==> src/rtl/decode.sv <==
// ----------------------------------------------------------------------------
// decode -- MIPS instruction decoder for the pipelined CPU.
//
// Maps one 32-bit instruction word to the control fields used by the
// execute-stage ALU and the multiply/divide unit. It also flags reserved
// instructions for the exception logic. Decoding is stateless, so each word
// is handled on its own.
//
// Ports:
//   clk        clock; used only when DECODE_REG_OUT_EN is defined
//   reset      synchronous, active-high; used only when DECODE_REG_OUT_EN is defined
//   instr      instruction word
//   ALUOp      ALU operation code (15 = no ALU operation / reserved)
//   MDOp       multiply/divide-unit operation code
//   start      starts a multiply/divide operation
//   add_instr  instruction traps on signed add overflow (add, addi)
//   sub_instr  instruction traps on signed subtract overflow (sub)
//   imm_sel    ALU B operand is the extended immediate (0 selects rt)
//   ext_op     immediate extension: 0 zero, 1 sign, 2 imm<<16
//   reg_dst    write register select: 0 rd, 1 rt, 2 $31
//   reg_we     GPR write enable
//   ri         reserved/unknown instruction; all other outputs are 0 and ALUOp is 15
//
// Configuration macro:
//   DECODE_REG_OUT_EN  When defined, every output is registered on posedge clk
//                      and has 1-cycle latency. Reset forces all outputs,
//                      including ALUOp, to 0. When undefined, the block is
//                      purely combinational.
// ----------------------------------------------------------------------------
module decode (
    input  logic        clk,
    input  logic        reset,
    input  logic [31:0] instr,
    output logic [3:0]  ALUOp,
    output logic [3:0]  MDOp,
    output logic        start,
    output logic        add_instr,
    output logic        sub_instr,
    output logic        imm_sel,
    output logic [1:0]  ext_op,
    output logic [1:0]  reg_dst,
    output logic        reg_we,
    output logic        ri
);

    typedef enum logic [3:0] {
        ALU_ADD  = 4'd0,  ALU_SUB  = 4'd1,  ALU_OR   = 4'd2,  ALU_SLL  = 4'd3,
        ALU_SRL  = 4'd4,  ALU_SRA  = 4'd5,  ALU_SLLV = 4'd6,  ALU_SRLV = 4'd7,
        ALU_SRAV = 4'd8,  ALU_AND  = 4'd9,  ALU_XOR  = 4'd10, ALU_NOR  = 4'd11,
        ALU_SLT  = 4'd12, ALU_SLTU = 4'd13, ALU_NONE = 4'd15
    } alu_op_e;

    typedef enum logic [3:0] {
        MD_NONE = 4'd0, MD_MULT = 4'd1, MD_MULTU = 4'd2, MD_DIV  = 4'd3,
        MD_DIVU = 4'd4, MD_MTHI = 4'd5, MD_MTLO  = 4'd6, MD_MFHI = 4'd7,
        MD_MFLO = 4'd8
    } md_op_e;

    localparam logic [1:0] EXT_ZERO = 2'd0;
    localparam logic [1:0] EXT_SIGN = 2'd1;
    localparam logic [1:0] EXT_LUI  = 2'd2;

    localparam logic [1:0] DST_RD  = 2'd0;
    localparam logic [1:0] DST_RT  = 2'd1;
    localparam logic [1:0] DST_R31 = 2'd2;

    logic [5:0] op;
    logic [5:0] funct;
    logic [4:0] rt;

    assign op    = instr[31:26];
    assign funct = instr[5:0];
    assign rt    = instr[20:16];

    alu_op_e    aluop_d;
    md_op_e     mdop_d;
    logic       start_d;
    logic       add_instr_d;
    logic       sub_instr_d;
    logic       imm_sel_d;
    logic [1:0] ext_op_d;
    logic [1:0] reg_dst_d;
    logic       reg_we_d;
    logic       ri_d;

    // Every field is left at its idle value until the opcode is recognised.
    // An unrecognised word sets only ri, so the reserved encoding needs no
    // separate clean-up step.
    always_comb begin
        // NOTE: assign every output a default first, so that no path through
        // the case statements infers a latch.
        aluop_d     = ALU_NONE;
        mdop_d      = MD_NONE;
        start_d     = 1'b0;
        add_instr_d = 1'b0;
        sub_instr_d = 1'b0;
        imm_sel_d   = 1'b0;
        ext_op_d    = EXT_ZERO;
        reg_dst_d   = DST_RD;
        reg_we_d    = 1'b0;
        ri_d        = 1'b0;

        case (op)
            6'h00: begin
                // R-type: the destination is rd and the B operand is rt.
                case (funct)
                    6'h20: begin aluop_d = ALU_ADD;  reg_we_d = 1'b1; add_instr_d = 1'b1; end
                    6'h21: begin aluop_d = ALU_ADD;  reg_we_d = 1'b1; end
                    6'h22: begin aluop_d = ALU_SUB;  reg_we_d = 1'b1; sub_instr_d = 1'b1; end
                    6'h23: begin aluop_d = ALU_SUB;  reg_we_d = 1'b1; end
                    6'h24: begin aluop_d = ALU_AND;  reg_we_d = 1'b1; end
                    6'h25: begin aluop_d = ALU_OR;   reg_we_d = 1'b1; end
                    6'h26: begin aluop_d = ALU_XOR;  reg_we_d = 1'b1; end
                    6'h27: begin aluop_d = ALU_NOR;  reg_we_d = 1'b1; end
                    6'h2A: begin aluop_d = ALU_SLT;  reg_we_d = 1'b1; end
                    6'h2B: begin aluop_d = ALU_SLTU; reg_we_d = 1'b1; end
                    6'h00: begin aluop_d = ALU_SLL;  reg_we_d = 1'b1; end  // includes the all-zero nop
                    6'h02: begin aluop_d = ALU_SRL;  reg_we_d = 1'b1; end
                    6'h03: begin aluop_d = ALU_SRA;  reg_we_d = 1'b1; end
                    6'h04: begin aluop_d = ALU_SLLV; reg_we_d = 1'b1; end
                    6'h06: begin aluop_d = ALU_SRLV; reg_we_d = 1'b1; end
                    6'h07: begin aluop_d = ALU_SRAV; reg_we_d = 1'b1; end
                    6'h18: begin mdop_d = MD_MULT;  start_d = 1'b1; end
                    6'h19: begin mdop_d = MD_MULTU; start_d = 1'b1; end
                    6'h1A: begin mdop_d = MD_DIV;   start_d = 1'b1; end
                    6'h1B: begin mdop_d = MD_DIVU;  start_d = 1'b1; end
                    6'h11: mdop_d = MD_MTHI;
                    6'h13: mdop_d = MD_MTLO;
                    6'h10: begin mdop_d = MD_MFHI; reg_we_d = 1'b1; end
                    6'h12: begin mdop_d = MD_MFLO; reg_we_d = 1'b1; end
                    6'h08: ;                                  // jr: no register write
                    6'h09: reg_we_d = 1'b1;                   // jalr: link into rd
                    default: ri_d = 1'b1;
                endcase
            end
            6'h01: begin
                // REGIMM: only bltz (rt=0) and bgez (rt=1) are implemented.
                if (rt == 5'd0 || rt == 5'd1) begin
                    aluop_d   = ALU_SUB;
                    imm_sel_d = 1'b1;
                    reg_dst_d = DST_RT;
                end else begin
                    ri_d = 1'b1;
                end
            end
            6'h04, 6'h05, 6'h06, 6'h07: begin                 // beq/bne/blez/bgtz
                aluop_d   = ALU_SUB;
                imm_sel_d = 1'b1;
                reg_dst_d = DST_RT;
            end
            6'h02: begin                                      // j
                imm_sel_d = 1'b1;
                reg_dst_d = DST_RT;
            end
            6'h03: begin                                      // jal: link into $31
                imm_sel_d = 1'b1;
                reg_dst_d = DST_R31;
                reg_we_d  = 1'b1;
            end
            6'h08, 6'h09, 6'h0A, 6'h0B, 6'h0C, 6'h0D, 6'h0E, 6'h0F,
            6'h20, 6'h21, 6'h23, 6'h24, 6'h25: begin
                // Immediate ALU ops and loads write rt from an extended immediate.
                imm_sel_d = 1'b1;
                reg_dst_d = DST_RT;
                reg_we_d  = 1'b1;
                ext_op_d  = EXT_SIGN;
                aluop_d   = ALU_ADD;
                case (op)
                    6'h08:   add_instr_d = 1'b1;
                    6'h0A:   aluop_d = ALU_SLT;
                    6'h0B:   aluop_d = ALU_SLTU;
                    6'h0C:   begin aluop_d = ALU_AND; ext_op_d = EXT_ZERO; end
                    6'h0D:   begin aluop_d = ALU_OR;  ext_op_d = EXT_ZERO; end
                    6'h0E:   begin aluop_d = ALU_XOR; ext_op_d = EXT_ZERO; end
                    6'h0F:   ext_op_d = EXT_LUI;
                    default: ;
                endcase
            end
            6'h28, 6'h29, 6'h2B: begin                        // sb/sh/sw
                aluop_d   = ALU_ADD;
                imm_sel_d = 1'b1;
                ext_op_d  = EXT_SIGN;
                reg_dst_d = DST_RT;
            end
            default: ri_d = 1'b1;
        endcase
    end

`ifdef DECODE_REG_OUT_EN
    logic [3:0] aluop_q;
    logic [3:0] mdop_q;
    logic       start_q;
    logic       add_instr_q;
    logic       sub_instr_q;
    logic       imm_sel_q;
    logic [1:0] ext_op_q;
    logic [1:0] reg_dst_q;
    logic       reg_we_q;
    logic       ri_q;

    // Reset takes priority over capture. The word presented during a reset
    // cycle is therefore dropped.
    always_ff @(posedge clk) begin
        // NOTE: sequential state uses non-blocking assignments so that every
        // flop samples the values from before the edge.
        if (reset) begin
            aluop_q     <= '0;
            mdop_q      <= '0;
            start_q     <= 1'b0;
            add_instr_q <= 1'b0;
            sub_instr_q <= 1'b0;
            imm_sel_q   <= 1'b0;
            ext_op_q    <= '0;
            reg_dst_q   <= '0;
            reg_we_q    <= 1'b0;
            ri_q        <= 1'b0;
        end else begin
            aluop_q     <= aluop_d;
            mdop_q      <= mdop_d;
            start_q     <= start_d;
            add_instr_q <= add_instr_d;
            sub_instr_q <= sub_instr_d;
            imm_sel_q   <= imm_sel_d;
            ext_op_q    <= ext_op_d;
            reg_dst_q   <= reg_dst_d;
            reg_we_q    <= reg_we_d;
            ri_q        <= ri_d;
        end
    end

    assign ALUOp     = aluop_q;
    assign MDOp      = mdop_q;
    assign start     = start_q;
    assign add_instr = add_instr_q;
    assign sub_instr = sub_instr_q;
    assign imm_sel   = imm_sel_q;
    assign ext_op    = ext_op_q;
    assign reg_dst   = reg_dst_q;
    assign reg_we    = reg_we_q;
    assign ri        = ri_q;

    // Register and immediate fields are decoded by other stages, not here.
    logic unused_ok;
    assign unused_ok = &{1'b0, instr[25:21], instr[15:6]};
`else
    assign ALUOp     = aluop_d;
    assign MDOp      = mdop_d;
    assign start     = start_d;
    assign add_instr = add_instr_d;
    assign sub_instr = sub_instr_d;
    assign imm_sel   = imm_sel_d;
    assign ext_op    = ext_op_d;
    assign reg_dst   = reg_dst_d;
    assign reg_we    = reg_we_d;
    assign ri        = ri_d;

    // clk and reset exist only for the registered build. The register and
    // immediate fields are decoded elsewhere.
    logic unused_ok;
    assign unused_ok = &{1'b0, clk, reset, instr[25:21], instr[15:6]};
`endif

endmodule

==> config.mk <==
export PLATFORM = sky130hd
export DESIGN_NAME = decode
export DESIGN_NICKNAME = d
export VERILOG_FILES = /design/src/rtl/decode.sv
export SDC_FILE = /design/constraint.sdc
export NUM_CORES = 1
export LEC_CHECK = 0
export CAP_MARGIN = 20
export CELL_PAD_IN_SITES_DETAIL_PLACEMENT = 0
export CELL_PAD_IN_SITES_GLOBAL_PLACEMENT = 1
export CORE_MARGIN = 3
export CORE_UTILIZATION = 43
export DETAILED_ROUTE_END_ITERATION = 8
export DONT_BUFFER_PORTS = 1
export PLACE_DENSITY = 0.91
export SLEW_MARGIN = 20
export SYNTH_ARGS = -nofsm -noshare
export SYNTH_HDL_FRONTEND = slang
export SYNTH_SLANG_ARGS = --single-unit
==> constraint.sdc <==
create_clock -name vclk -period 3.03
set_clock_uncertainty 0.2 [all_clocks]
set_input_delay 0.909 -clock vclk [all_inputs]
set_output_delay 0.909 -clock vclk [all_outputs]
set_load 0.005 [all_outputs]
==> flow_summary.toml, run 1 <==
[synthesis]
syn_inst = 107
synth_top_family_by_area = "compound AO/OA/AOI/OAI gates"
synthXorXnorAreaFrac = 0.0129
yosys.area_share.simple = 0.411
synth-compound-area-share = 0.431
syn_area_um2 = 679
synth.top_cell.area_share = 0.0884
avgSynthCellArea_um2 = 6.35
synth-seq-area-share = 0
syn_nets = 141
synth_area_leaders = "o21ai_0 8.8%, nor2_1 6.1%, buf_6 5.0%"
yosys.area_share.adder = 0
yosysTopAreaCell = "o21ai_0"
synth_mux_area_frac = 0.0147
yosys_warnings = 0
ys_types = 43

[global_route]
grt_usage = 0.208
grt_max_degree = 15
antenna_found_initial = 0
grt_overflow = 0
grt_pass1_vias = 746
grt_pass1_wl_mm = 3.48

[critical_path]
critical_path_class = "input port to output pin"
crit_fanout = 8
cp-startpoint = "instr[28]"
cp-start-kind = "input port"
critPathCapture = "ALUOp[1]"
cp.required_ps = 1920
critPathArrivalTime_ps = 1920
worst_setup_path_end_kind = "output pin"

[pwr]
power_leakage_nw = 0.263
p_clk_frac = 0
power_frac_seq = 0
p_switching_mw = 0.0383
peakVddDrop_v = 0.0000469
p_comb_frac = 1.000
power_mw = 0.0795
intPower_mw = 0.0412
p_sw_frac = 0.481
power_density_nw_per_um2 = 103

[sta]
fmax_mhz = 330
setup_ws_ps = -2.41
hold_ws_ps = 1660
setup_violations = 1
finalHoldViolCount = 0
maxSlewViolCount = 0
maxSlewHeadroom = 0.746
finalCriticalPeriod_ps = 3030
min_period_over_period = 1.00
grt_setup_unrepaired = "true"
worst_pin_slew_ps = 380

[detailed_routing]
drc = 0
drt_iter0_drc = 30
viasPerCell = 7.07
drt_pass1_iterations = 4
ant_nets = 0
wire_per_inst_um = 17.5
totalWireLength_mm = 2.13
vias = 862

[hold_path]
hold_path_class = "input port to output pin"

[die]
start_util = 0.491
die_w_um = 45.8
die_h_um = 45.8
rows = 13
dieArea_um2 = 2090
fp.coreArea_um2 = 1380
io_pins = 52

[cells_and_area]
finalNetCount = 143
regArea_um2 = 0
drive_above_1_share = 0.252
layout_commonest_cell = "o21ai_0"
clkbuf_count = 0
mostFrequentLayoutCells = "12 x o21ai_0, 11 x nor2_1, 8 x buf_4"
syn_to_final_growth_pct = 13.4
diodes = 0
seq_cell_count = 0
fill_cells = 131

[placed_design]
routabilityCongestion = 0.884
io_buffers = 0
dp_hpwl_mm = 1.58

[clock_network]
cts_setup_buffers = 0

[status]
violations = "setup timing"
status = "finished with violations"

[flow_run]
maxCapViolCount = 0
-- worst min-delay path by stage --
stage                   start   endpoint  slack, ps  depth (start not counted)
floorplan           instr[31]  ext_op[1]       1650                          1
global placement    instr[30]  ext_op[0]       1650                          1
detailed placement  instr[30]  ext_op[0]       1660                          1
CTS                 instr[30]  ext_op[0]       1660                          1
global route        instr[30]  ext_op[1]       1660                          1
finish              instr[30]  ext_op[0]       1660                          1
-- metrics by stage --
stage / cells / setup TNS [ps] / worst slack, ps / cell area (um2) / util
final: 122 / -2.41 / -2.41 / 771 / 0.557
after global routing: 122 / -105 / -51.1 / 771 / 0.557
after CTS: 122 / -1.20 / -1.20 / 717 / 0.519
after detailed placement: 122 / -13.6 / -9.68 / 702 / 0.508
after global placement: 122 / 0 / 12.4 / 702 / 0.508
after floorplan: 107 / 0 / 12.7 / 686 / -
-- per-layer routing --
metal / up-vias / track usage / wire length, um
met5: - / 0 / 0
met3: 2 / 0.0395 / 218
met2: 46 / 0.320 / 968
met1: 402 / 0.315 / 934
li1: 412 / - / -
met4: 0 / 0.00568 / 12
-- power groups by stage --
stage	Combinational, mW	Clock [mW]	Sequential, mW
2_1_floorplan	0.0719	0	0
3_3_place_gp	0.0670	0	0
3_5_place_dp	0.0698	0	0
4_1_cts	0.0709	0	0
5_1_grt	0.0872	0	0
6_report	0.0795	0	0
-- area by class of cell --
| cell class | instances | area [um2] | area share |
|---|---|---|---|
| multi-input combinational | 93 | 662 | 0.859 |
| tap | 15 | 18.8 | 0.0244 |
| inverter | 5 | 18.8 | 0.0244 |
| timing repair buffer | 9 | 71.3 | 0.0925 |
-- worst max-delay path, cell delays in order --
cell and delay (ps):
nand2b_4 130, a221oi_4 280, o22ai_4 110, buf_6 130, a311o_2 370
-- timing repair --
action | in CTS | in global routing
pin swaps | 0 | 6
gates resized for setup | 2 | 9
setup endpoints to repair | 2 | 6
hold endpoints to repair | 0 | 0
hold buffers | 0 | 0
-- synth_stat cells --
| master | count |
|---|---|
| o221a_2 | 1 |
| a311o_2 | 1 |
| o21ai_0 | 12 |
| nand2b_4 | 1 |
| and3_1 | 1 |
| or2_1 | 1 |
| nand3_1 | 5 |
| nand3_2 | 1 |
| a211o_1 | 2 |
| nor3_4 | 1 |
| a221oi_2 | 1 |
| and2b_1 | 1 |
| nor3b_1 | 1 |
| buf_2 | 3 |
| a31o_2 | 1 |
| o21bai_1 | 1 |
| nand4b_1 | 1 |
| clkbuf_8 | 1 |
| a21oi_1 | 4 |
| nand2_1 | 6 |
| a31oi_1 | 2 |
| buf_6 | 3 |
| clkbuf_1 | 2 |
| nor3_1 | 4 |
| a211oi_1 | 4 |
| a311oi_1 | 1 |
| nor2_1 | 11 |
| nor2_2 | 2 |
| o21a_1 | 3 |
| a2111oi_0 | 1 |
| nor2b_1 | 3 |
| and2_1 | 1 |
| a21o_2 | 1 |
| a21o_1 | 1 |
| nor4_1 | 5 |
| o22ai_1 | 3 |
| xnor2_1 | 1 |
| inv_1 | 5 |
| mux2i_1 | 1 |
| o31ai_1 | 2 |
| nand2b_1 | 3 |
| nand2_2 | 1 |
| o2bb2ai_1 | 1 |
-- cell families (layout without fill, tap and decap cells) --
family,Yosys count,in the layout
XOR/XNOR,1,1
buffers and inverters,14,14
AND/OR/NAND/NOR,49,49
AO/OA/AOI/OAI,42,42
multiplexers,1,1
(Power assumes the default switching activity.)
==> run 2, diff against run 1 <==
Settings changed: CAP_MARGIN 20 to unset, GPL_ROUTABILITY_DRIVEN set to 1, PLACE_DENSITY 0.91 to 0.84.
==> run 2 against run 1 <==
The flow now finishes without violations. Power decreased by 9.2%. Global-route usage decreased by 3.1 points. Worst setup slack improved by 18 ps. Core utilization decreased by 2.7 points. Sequential share of layout area unchanged. Die area unchanged. Worst hold slack got worse by 5.0 ps. Non-clock buffer count decreased by 1. Clock-buffer cell count unchanged. Combinational power decreased by 9.3%. Final cell count decreased by 0.82%. Routed wire length decreased by 2.3%. Highest routed layer unchanged.
==> flow_summary.toml, run 2 (synthesis results as in run 1) <==
[global_route]
grt_overflow = 0
grt_pass1_wl_mm = 2.93
antenna_found_initial = 0
grt_pass1_vias = 636
grt_usage = 0.177
grt_max_degree = 15

[cells_and_area]
layout_commonest_cell = "o21ai_0"
regArea_um2 = 0
seq_cell_count = 0
finalNetCount = 142
utilization = 0.530
drive_above_1_share = 0.236
mostFrequentLayoutCells = "12 x o21ai_0, 11 x nor2_1, 8 x buf_4"
diodes = 0
syn_to_final_growth_pct = 7.92
fill_cells = 144
clkbuf_count = 0
fin_cells = 121

[critical_path]
critPathArrivalTime_ps = 1910
cp-start-kind = "input port"
worst_setup_path_end_kind = "output pin"
crit_fanout = 11
critical_path_class = "input port to output pin"
cp.required_ps = 1920

[detailed_routing]
wire_per_inst_um = 17.2
viasPerCell = 6.92
drt_pass1_iterations = 4
drt_iter0_drc = 32
vias = 837
ant_nets = 0
drc = 0
totalWireLength_mm = 2.08

[sta]
min_period_over_period = 0.995
finalHoldViolCount = 0
grt_setup_unrepaired = "true"
setup_violations = 0
hold_ws_ps = 1650
finalCriticalPeriod_ps = 3010
maxSlewViolCount = 0
fmax_mhz = 332
worst_pin_slew_ps = 381
maxSlewHeadroom = 0.745

[die]
dieArea_um2 = 2090
die_w_um = 45.8
die_h_um = 45.8
start_util = 0.491
io_pins = 52
rows = 13
fp.coreArea_um2 = 1380

[pwr]
power_density_nw_per_um2 = 98.4
power_leakage_nw = 0.249
peakVddDrop_v = 0.0000402

[placed_design]
placedCellCount = 121
io_buffers = 0
dp_hpwl_mm = 1.52
routabilityCongestion = 0.824

[status]
status = "finished clean"

[hold_path]
hold_path_class = "input port to output pin"

[flow_run]
maxCapViolCount = 0

[clock_network]
cts_setup_buffers = 0
==> run 2: changes by cell type in the layout (fill, tap and decap cells not counted), sizes merged <==
| cell | delta |
|---|---|
| buf | -1 |
==> run 2: metal layers <==
metal  up-vias  wire, um  GRT usage  share of wire
met5         -         0          0              0
met2        37       877      0.262           0.42
met3         2       201     0.0237          0.096
met1       396       983      0.284           0.47
li1        402         -          -              -
met4         0        23          0          0.011
==> run 2: worst paths after layout <==
check	startpoint	endpoint	slack (ps)	depth (start not counted)
setup / recovery	instr[0]	ALUOp[0]	20	5
hold / removal	instr[30]	ext_op[0]	1650	1
==> run 2: worst max-delay path, cell delays in order <==
cell      delay (ps)
nand2b_4         140
nor4_2           330
a31oi_1           80
a21o_1           170
a211o_1          280
==> run 2: what timing repair did <==
action | in CTS | in global routing
gates resized for setup | 1 | 6
hold buffers | 0 | 0
pin swaps | 0 | 4
endpoints found under the setup margin | 2 | 5
==> run 2: area by class of cell <==
type                            count  area, um2  area share
Tap cell                           15       18.8      0.0256
Timing Repair Buffer                8       60.1      0.0819
Multi-Input combinational cell     93        636       0.867
Inverter                            5       18.8      0.0256
==> run 2: where the power goes <==
part | total [mW] | internal, mW | switching (mW)
Combinational | 0.0721 | 0.0370 | 0.0351
Clock | 0 | 0 | 0
Sequential | 0 | 0 | 0
Total | 0.0721 | 0.0370 | 0.0351
==> run 2: through the flow <==
stage / setup TNS [ps] / worst slack [ps] / cell area [um2] / total power, mW
after global routing: -111 / -64.2 / 733 / 0.0800
after floorplan: 0 / 12.7 / 686 / 0.0719
after CTS: 0 / 1.25 / 703 / 0.0687
final: 0 / 15.1 / 733 / 0.0721
after global placement: -37.2 / -37.2 / 694 / 0.0665
after detailed placement: -30.8 / -30.8 / 694 / 0.0680
==> run 3, diff against run 2 <==
Settings changed: SLEW_MARGIN 20 to unset.
==> results of run 3 <==
The final DEF is identical to that of run 2; final timing and power are the same.
